$ cat config.mk
export PLATFORM = sky130hd
export DESIGN_NAME = bill_accumulator
export DESIGN_NICKNAME = d
export VERILOG_FILES = /design/src/rtl/bill_accumulator.sv
export SDC_FILE = /design/constraint.sdc
export NUM_CORES = 1
export LEC_CHECK = 0
export CAP_MARGIN = 10
export CORE_AREA = 5 5 125 127
export CTS_CLUSTER_SIZE = 30
export DETAILED_ROUTE_END_ITERATION = 8
export DIE_AREA = 0 0 130 132
export PLACE_DENSITY = 0.64
export SLEW_MARGIN = 10
export SYNTH_ARGS = -nofsm -noshare
export SYNTH_HDL_FRONTEND = slang
export SYNTH_SLANG_ARGS = --single-unit
$ cat constraint.sdc
create_clock -name clk -period 3.5 [get_ports clk]
set_input_delay 0.35 -clock clk [delete_from_list [all_inputs] [get_ports clk]]
set_output_delay 0.35 -clock clk [all_outputs]
set_load 0.01 [all_outputs]
$ cat src/rtl/bill_accumulator.sv
// bill_accumulator: sequential billing engine. Each accepted (item, qty) entry
// is priced from a parameter table, multiplied by a QTY_W-cycle shift-add
// multiplier, and added to a saturating total. The entry flagged last produces
// the discount/final amount behind a valid/ready output handshake.
module bill_accumulator #(
  parameter int unsigned NUM_ITEMS  = 5,
  parameter int unsigned PRICE_W    = 8,
  parameter int unsigned QTY_W      = 4,
  parameter int unsigned TOTAL_W    = 13,
  parameter logic [NUM_ITEMS*PRICE_W-1:0] PRICES = {8'd120, 8'd150, 8'd100, 8'd25, 8'd50},
  parameter int unsigned LIMIT      = 1000,
  parameter int unsigned DISC_SHIFT = 2,
  localparam int unsigned IDW       = $clog2(NUM_ITEMS)
) (
  input  logic               clk,
  input  logic               rst,
  input  logic               in_valid,
  output logic               in_ready,
  input  logic [IDW-1:0]     in_item,
  input  logic [QTY_W-1:0]   in_qty,
  input  logic               in_last,
  output logic               out_valid,
  input  logic               out_ready,
  output logic [TOTAL_W-1:0] total,
  output logic               ed,
  output logic [TOTAL_W-1:0] discount,
  output logic [TOTAL_W-1:0] final_amt,
  output logic               ovf,
  output logic               err
);

  localparam int unsigned PROD_W = PRICE_W + QTY_W;
  localparam int unsigned ACC_W  = TOTAL_W + 1;
  localparam int unsigned SUM_W  = ((PROD_W > ACC_W) ? PROD_W : ACC_W) + 1;
  localparam int unsigned CNT_W  = $clog2(QTY_W + 1);
  localparam logic [TOTAL_W-1:0] MAX_TOTAL = '1;

  typedef enum logic [2:0] {
    IDLE = 3'd0,
    MUL  = 3'd1,
    ACC  = 3'd2,
    DISC = 3'd3,
    OUT  = 3'd4
  } state_t;

  state_t              state, state_nxt;
  logic [PRICE_W-1:0]  price_q;
  logic [QTY_W-1:0]    qsh_q;
  logic                last_q;
  logic [CNT_W-1:0]    cnt_q;
  logic [PROD_W-1:0]   prod_q;
  logic [ACC_W-1:0]    acc_q;
  logic                ovf_q;
  logic                err_q;

  logic [PRICE_W-1:0]  price_c;
  logic                bad_item_c;
  logic [SUM_W-1:0]    sum_c;
  logic [TOTAL_W-1:0]  tot_c;
  logic [TOTAL_W-1:0]  disc_c;
  logic                ed_c;
  logic                accept_c;

  // Next-state logic plus price lookup and result arithmetic
  always_comb begin
    state_nxt  = state;
    price_c    = '0;
    bad_item_c = 1'b1;
    for (int k = 0; k < int'(NUM_ITEMS); k++) begin
      if (in_item == IDW'(k)) begin
        price_c    = PRICES[k*PRICE_W +: PRICE_W];
        bad_item_c = 1'b0;
      end
    end
    accept_c = in_valid && in_ready;
    sum_c    = SUM_W'(acc_q) + SUM_W'(prod_q);
    tot_c    = acc_q[TOTAL_W-1:0];
    ed_c     = (32'(acc_q) >= LIMIT);
    disc_c   = ed_c ? (tot_c >> DISC_SHIFT) : '0;
    unique case (state)
      IDLE: if (accept_c) state_nxt = MUL;
      MUL:  if (cnt_q == CNT_W'(QTY_W - 1)) state_nxt = ACC;
      ACC:  state_nxt = last_q ? DISC : IDLE;
      DISC: state_nxt = OUT;
      OUT:  if (out_valid && out_ready) state_nxt = IDLE;
      default: state_nxt = IDLE;
    endcase
  end

  // State register
  always_ff @(posedge clk) begin
    if (rst) state <= IDLE;
    else     state <= state_nxt;
  end

  // Datapath, sticky flags, handshake flags and registered results
  always_ff @(posedge clk) begin
    if (rst) begin
      price_q   <= '0;
      qsh_q     <= '0;
      last_q    <= 1'b0;
      cnt_q     <= '0;
      prod_q    <= '0;
      acc_q     <= '0;
      ovf_q     <= 1'b0;
      err_q     <= 1'b0;
      in_ready  <= 1'b0;
      out_valid <= 1'b0;
      total     <= '0;
      ed        <= 1'b0;
      discount  <= '0;
      final_amt <= '0;
      ovf       <= 1'b0;
      err       <= 1'b0;
    end else begin
      in_ready  <= (state_nxt == IDLE);
      out_valid <= (state_nxt == OUT);
      unique case (state)
        IDLE: begin
          if (accept_c) begin
            price_q <= price_c;
            qsh_q   <= in_qty;
            last_q  <= in_last;
            prod_q  <= '0;
            cnt_q   <= '0;
            if (bad_item_c) err_q <= 1'b1;
          end
        end
        MUL: begin
          // MSB-first shift-add: one quantity bit per cycle
          prod_q <= PROD_W'({prod_q, 1'b0}) + (qsh_q[QTY_W-1] ? PROD_W'(price_q) : PROD_W'(0));
          qsh_q  <= qsh_q << 1;
          cnt_q  <= cnt_q + CNT_W'(1);
        end
        ACC: begin
          if (sum_c > SUM_W'(MAX_TOTAL)) begin
            acc_q <= ACC_W'(MAX_TOTAL);
            ovf_q <= 1'b1;
          end else begin
            acc_q <= ACC_W'(sum_c);
          end
        end
        DISC: begin
          total     <= tot_c;
          ed        <= ed_c;
          discount  <= disc_c;
          final_amt <= tot_c - disc_c;
          ovf       <= ovf_q;
          err       <= err_q;
        end
        OUT: begin
          if (out_ready) begin
            acc_q <= '0;
            ovf_q <= 1'b0;
            err_q <= 1'b0;
          end
        end
        default: ;
      endcase
    end
  end

endmodule
---- Word level (Yosys, flattened, before mapping) ----
Cells that the tools add are included.
word-level totals
  register bits ........................... 91
  latch bits .............................. 0
  memory bits (writable) .................. 0
  memory bits (read-only) ................. 0
  input port bits ......................... 12
  output and inout bits ................... 44
  logic and storage cells ................. 82
  memories kept ........................... 0
operators by class
  add/sub/neg operators ................... 4
  $mul .................................... 0
  div/mod/pow operators ................... 0
  order comparisons ....................... 2
  equality and inequality tests ........... 14
  shifts and indexed selects .............. 0
  mux-type cells .......................... 32
  bitwise logic cells ..................... 0
  reductions and logical operators ........ 13
operators by type and width
  operator                                               count
  2-to-1 mux 8 bit                                       4
  2-to-1 mux 14 bit                                      2
  case mux 14 bit (2 select lines)                       1
  case mux 12 bit (2 select lines)                       1
  adder 14 x 12 -> 15 bit                                1
  equality test 3 x 2 -> 1 bit, second input constant    5
  > comparator 15 x 13 -> 1 bit, second input constant   1
  case mux 3 bit (5 select lines)                        1
  >= comparator 14 x 10 -> 1 bit, second input constant  1
  subtractor 13 x 11 -> 13 bit                           1
  adder 12 x 8 -> 12 bit                                 1
  2-to-1 mux 12 bit                                      1
  2-to-1 mux 3 bit                                       4
  2-to-1 mux 6 bit                                       2
  2-to-1 mux 11 bit                                      1
  equality test 3 bit, second input constant             3
  logical NOT 3 bit                                      3
  2-to-1 mux 1 bit                                       9
  inequality test 2 bit, second input constant           4
  case mux 4 bit (2 select lines)                        1
  equality test 3 x 1 -> 1 bit, second input constant    2
  case mux 3 bit (2 select lines)                        1
  AND reduction 2 bit                                    3
  nonzero test 2 bit                                     3
  7 further kinds                                        9

---- Depth between registers and ports, before layout ----
  depth after elaboration ................. 9
  gate-level depth with buffers ........... 13
  gate-level depth less buffers ........... 12

---- Worst setup path before layout ----
No wires, ideal clock.
  path kind ............................... register to register
  start ................................... register acc_q[8]
  end ..................................... register final_amt[9]
  setup time .............................. 66 ps
  arrival time ............................ 2668 ps
  setup slack ............................. 766 ps
  stages on the path, launching flop included .. 12
  path buffers ............................ 1
  clock period less this slack ............ 2734 ps
  cell sequence ........................... dfxtp_1 > nand4_1 > o21ai_1 > clkbuf_1 > nand2_1 > ha_1 > o21a_1 > o221ai_1 > a31oi_1 > o311a_1 > or3_1 > a21oi_2
on the way
  longest elaborated chain between the ends .. 3
RTL lines
  what                              line  RTL
  start, declared                   52    logic [ACC_W-1:0] acc_q;
  start signal, assigned            137   acc_q <= ACC_W'(MAX_TOTAL);
  start signal, assigned            140   acc_q <= ACC_W'(sum_c);
  >= comparator 14 x 10 -> 1 bit    78    ed_c = (32'(acc_q) >= LIMIT);
  2-to-1 mux 11 bit                 79    disc_c = ed_c ? (tot_c >> DISC_SHIFT) : '0;
  subtractor 13 x 11 -> 13 bit (*)  147   final_amt <= tot_c - disc_c;
  end signal, assigned              147
  end, declared                     27    output logic [TOTAL_W-1:0] final_amt,
Every way passes the cells marked *; elsewhere a longest branch is shown, timed or not.
A chain may end at the register's enable or synchronous reset.

---- Final worst setup path ----
  start ................................... register acc_q[10]
  end ..................................... register final_amt[12]
on the way
  longest elaborated chain between the ends .. 3
RTL lines
  what                            line  RTL
  >= comparator 14 x 10 -> 1 bit  78
  2-to-1 mux 11 bit               79
  via disc_c[0]                   60    logic [TOTAL_W-1:0] disc_c;
  subtractor 13 x 11 -> 13 bit    147
The timed path passes the listed nets, and every way through them passes these cells.

==> qor.yml <==
status: "finished, final reports clean"
hold_violations: 0
grt_setup_unrepaired: "no"
hold_class: "reg2reg"
netlist_area_um2: 4947
port_buffers: 53
synth_top_cells_by_area: "dfxtp_1 36%, a21oi_1 8.6%, ha_1 8.1%, nand2_1 7.2%, xnor2_1 3.4%"
avgSynthCellArea_um2: 8.245
whs_path_depth: 2
ys_ff_latch: 89
cts-root-buf: "clkbuf_16"
leakage_nw: 2.138
cp-endpoint: "final_amt[12]"
yosys.cell_types.count: 66
clk_pin_slew_ns: 0.07
max_slew_margin: 0.3259
yosysMostFrequentCell: "nand2_1"
cts_buffer_depth: 2
core_area_um2: 14310
die_h_um: 132
antenna_found_initial: 0
finalMaxSlewViolations: 0
ant_nets: 0
arrival_ns: 3.20
gp_congestion: 0.8349
antenna_cells: 0
yosys-top-cells-count: "95 x nand2_1, 89 x dfxtp_1, 85 x a21oi_1"
grt_overflow: 0
fin_tns_setup_ns: 0
vdd_ir_drop_max_uv: 206.2
die_w_um: 130
synth_top_area_share: 0.3601
dr.pass1.iters: 4
cp-end-kind: "flip-flop"
synth_top_area_cell: "dfxtp_1"
tightest_slew_ns: 1.009
hpwlAfterDp_mm: 8.929
dieArea_um2: 17160
htreeDepth: 3
r2r-end: "final_amt[12]"
critPathKind: "reg2reg"
syn_inst: 600
grt.total_usage: 0.1427
path_max_fanout: 7
io_pins: 56
grt_pass1_wl_mm: 20.51
crit_start: "acc_q[10]"
wirelength_mm: 11.68
num_rows: 44
r2r_cells: 11
clk_latency_ns: 0.34
cts_buffers: 9
critical_path.startpoint_type: "flip-flop"
routed_via_density: 5.218
grt_pass1_vias: 4290
nets: 683
layout-drive-gt1-share: 0.07800
synth_edf_count: 0
ctsHoldBuffers: 0
r2r_start: "acc_q[10]"
async_flop_share: 0
required_ns: 3.74
yosysWarnings: 0
rrSetupSlack_ns: 0.54
skew_ns: 0.005202
cts_sinks: 89
fin_crit_sh: 0.8448
initial_core_util: 0.3456
drcViolationCount: 0
setup_violations: 0
totalPowerFinal_w: 0.002167
wl_per_cell_um: 14.15
ys_seq_area_frac: 0.3601
cts_tree: "done"
ctsResizeCount: 0
area_delta_synth_final_pct: 18.92
p_per_area_nw_per_um2: 368.3
fmax_mhz: 338.2
dr.first_iter.drc_count: 242
via_count: 4305
ys.flop_type: "dfxtp_1"
grt_max_degree: 45
post_cts_buffers: 0
drv_cap: 0
timing.final.crit_period_ns: 2.957
[where the power goes]
| part | total, W | switching, W | internal (W) |
|---|---|---|---|
| sequential | 0.00103 | 0.00000978 | 0.00102 |
| clock | 0.00104 | 0.000408 | 0.000630 |
| combinational | 0.0000943 | 0.0000599 | 0.0000345 |
[logic make-up (layout without fill, tap and decap cells)]
logic type                 after synthesis  in the layout  share of synthesized area
DFF                                     89             89                     0.3601
and+or+nand+nor                        228            228                     0.2200
xor gates and xnor gates                25             25                    0.04426
adders and majority gates               35             35                    0.09307
other                                    1              2                  0.0007580
AOI/OAI and AO/OA                      170            170                     0.2266
muxes                                    2              2                   0.004299
buffers and inverters                   50             90                    0.05083
[sequential cells by signal, summed over array words and instances, names as in the netlist]
| signal | count |
|---|---|
| ovf_q | 1 |
| state | 3 |
| total | 13 |
| out_valid | 1 |
| last_q | 1 |
| in_ready | 1 |
| acc_q | 14 |
| ovf | 1 |
| err | 1 |
| prod_q | 12 |
| cnt_q | 3 |
| discount | 11 |
| price_q | 8 |
| err_q | 1 |
| qsh_q | 4 |
| ed | 1 |
| final_amt | 13 |
[per-layer routing]
metal | global-route usage | vias to the layer above | part of all wire
li1 | - | 2180 | -
met1 | 0.1880 | 2021 | 0.46
met2 | 0.2381 | 91 | 0.48
met4 | 0.03176 | 0 | 0.012
met5 | 0 | - | 0
met3 | 0.03160 | 13 | 0.043
[area by class of cell]
class                           instances  area (um2)
Clock inverter                          6       90.09
Multi-Input combinational cell        462        2918
Fill cell                            1455        8431
Tap cell                              184       230.2
Clock buffer                           10       229.0
Sequential cell                        89        1782
Timing Repair Buffer                   61       585.6
Inverter                               13       48.80
[how the worst min path moves through the flow]
| stage | startpoint | end | slack [ns] |
|---|---|---|---|
| 4_1_cts | final_amt[5] | final_amt[5] | 0.45 |
| 3_3_place_gp | price_q[2] | price_q[2] | 0.44 |
| 6_report | final_amt[5] | final_amt[5] | 0.45 |
| 5_1_grt | final_amt[6] | final_amt[6] | 0.47 |
| 3_5_place_dp | final_amt[5] | final_amt[5] | 0.44 |
| 2_1_floorplan | price_q[7] | price_q[7] | 0.42 |
[layout by cell type (no fill, tap or decap), drive strengths merged, types with 4 or more instances in the layout]
| master | count |
|---|---|
| nand2 | 96 |
| a21oi | 90 |
| dfxtp | 89 |
| clkdlybuf4s50 | 52 |
| nor2 | 40 |
| ha | 32 |
| nand3 | 25 |
| xnor2 | 19 |
| a211oi | 18 |
| inv | 15 |
| o21ai | 14 |
| nor3 | 13 |
| and2 | 12 |
| nor2b | 11 |
| clkbuf | 10 |
| buf | 9 |
| a311oi | 7 |
| a21o | 7 |
| nand2b | 7 |
| o21a | 7 |
| xor2 | 6 |
| a22o | 5 |
| a31oi | 4 |
| or3 | 4 |
[critical path: stages (launching register included)]
cell and delay [ns]:
dfxtp_1 0.38, nor4_1 0.38, o21ai_1 0.20, and2_1 0.22, ha_1 0.21, fa_1 0.39
nor2b_1 0.18, o21ai_1 0.13, a21oi_1 0.21, o31ai_1 0.12, nand2b_1 0.18, a311oi_1 0.26
[per-stage QoR]
stage / cells / setup slack, ns / hold slack, ns / utilization / cell area, um2
2_1_floorplan: 601 / 0.7660 / 0.4249 / - / 4951
3_3_place_gp: 809 / 0.6366 / 0.4403 / 0.3887 / 5564
3_5_place_dp: 809 / 0.5419 / 0.4449 / 0.3887 / 5564
4_1_cts: 825 / 0.5338 / 0.4536 / 0.4110 / 5883
5_1_grt: 825 / 0.3125 / 0.4739 / 0.4110 / 5883
6_report: 825 / 0.5430 / 0.4508 / 0.4110 / 5883
No activity file was read; power rests on OpenSTA's default activity.
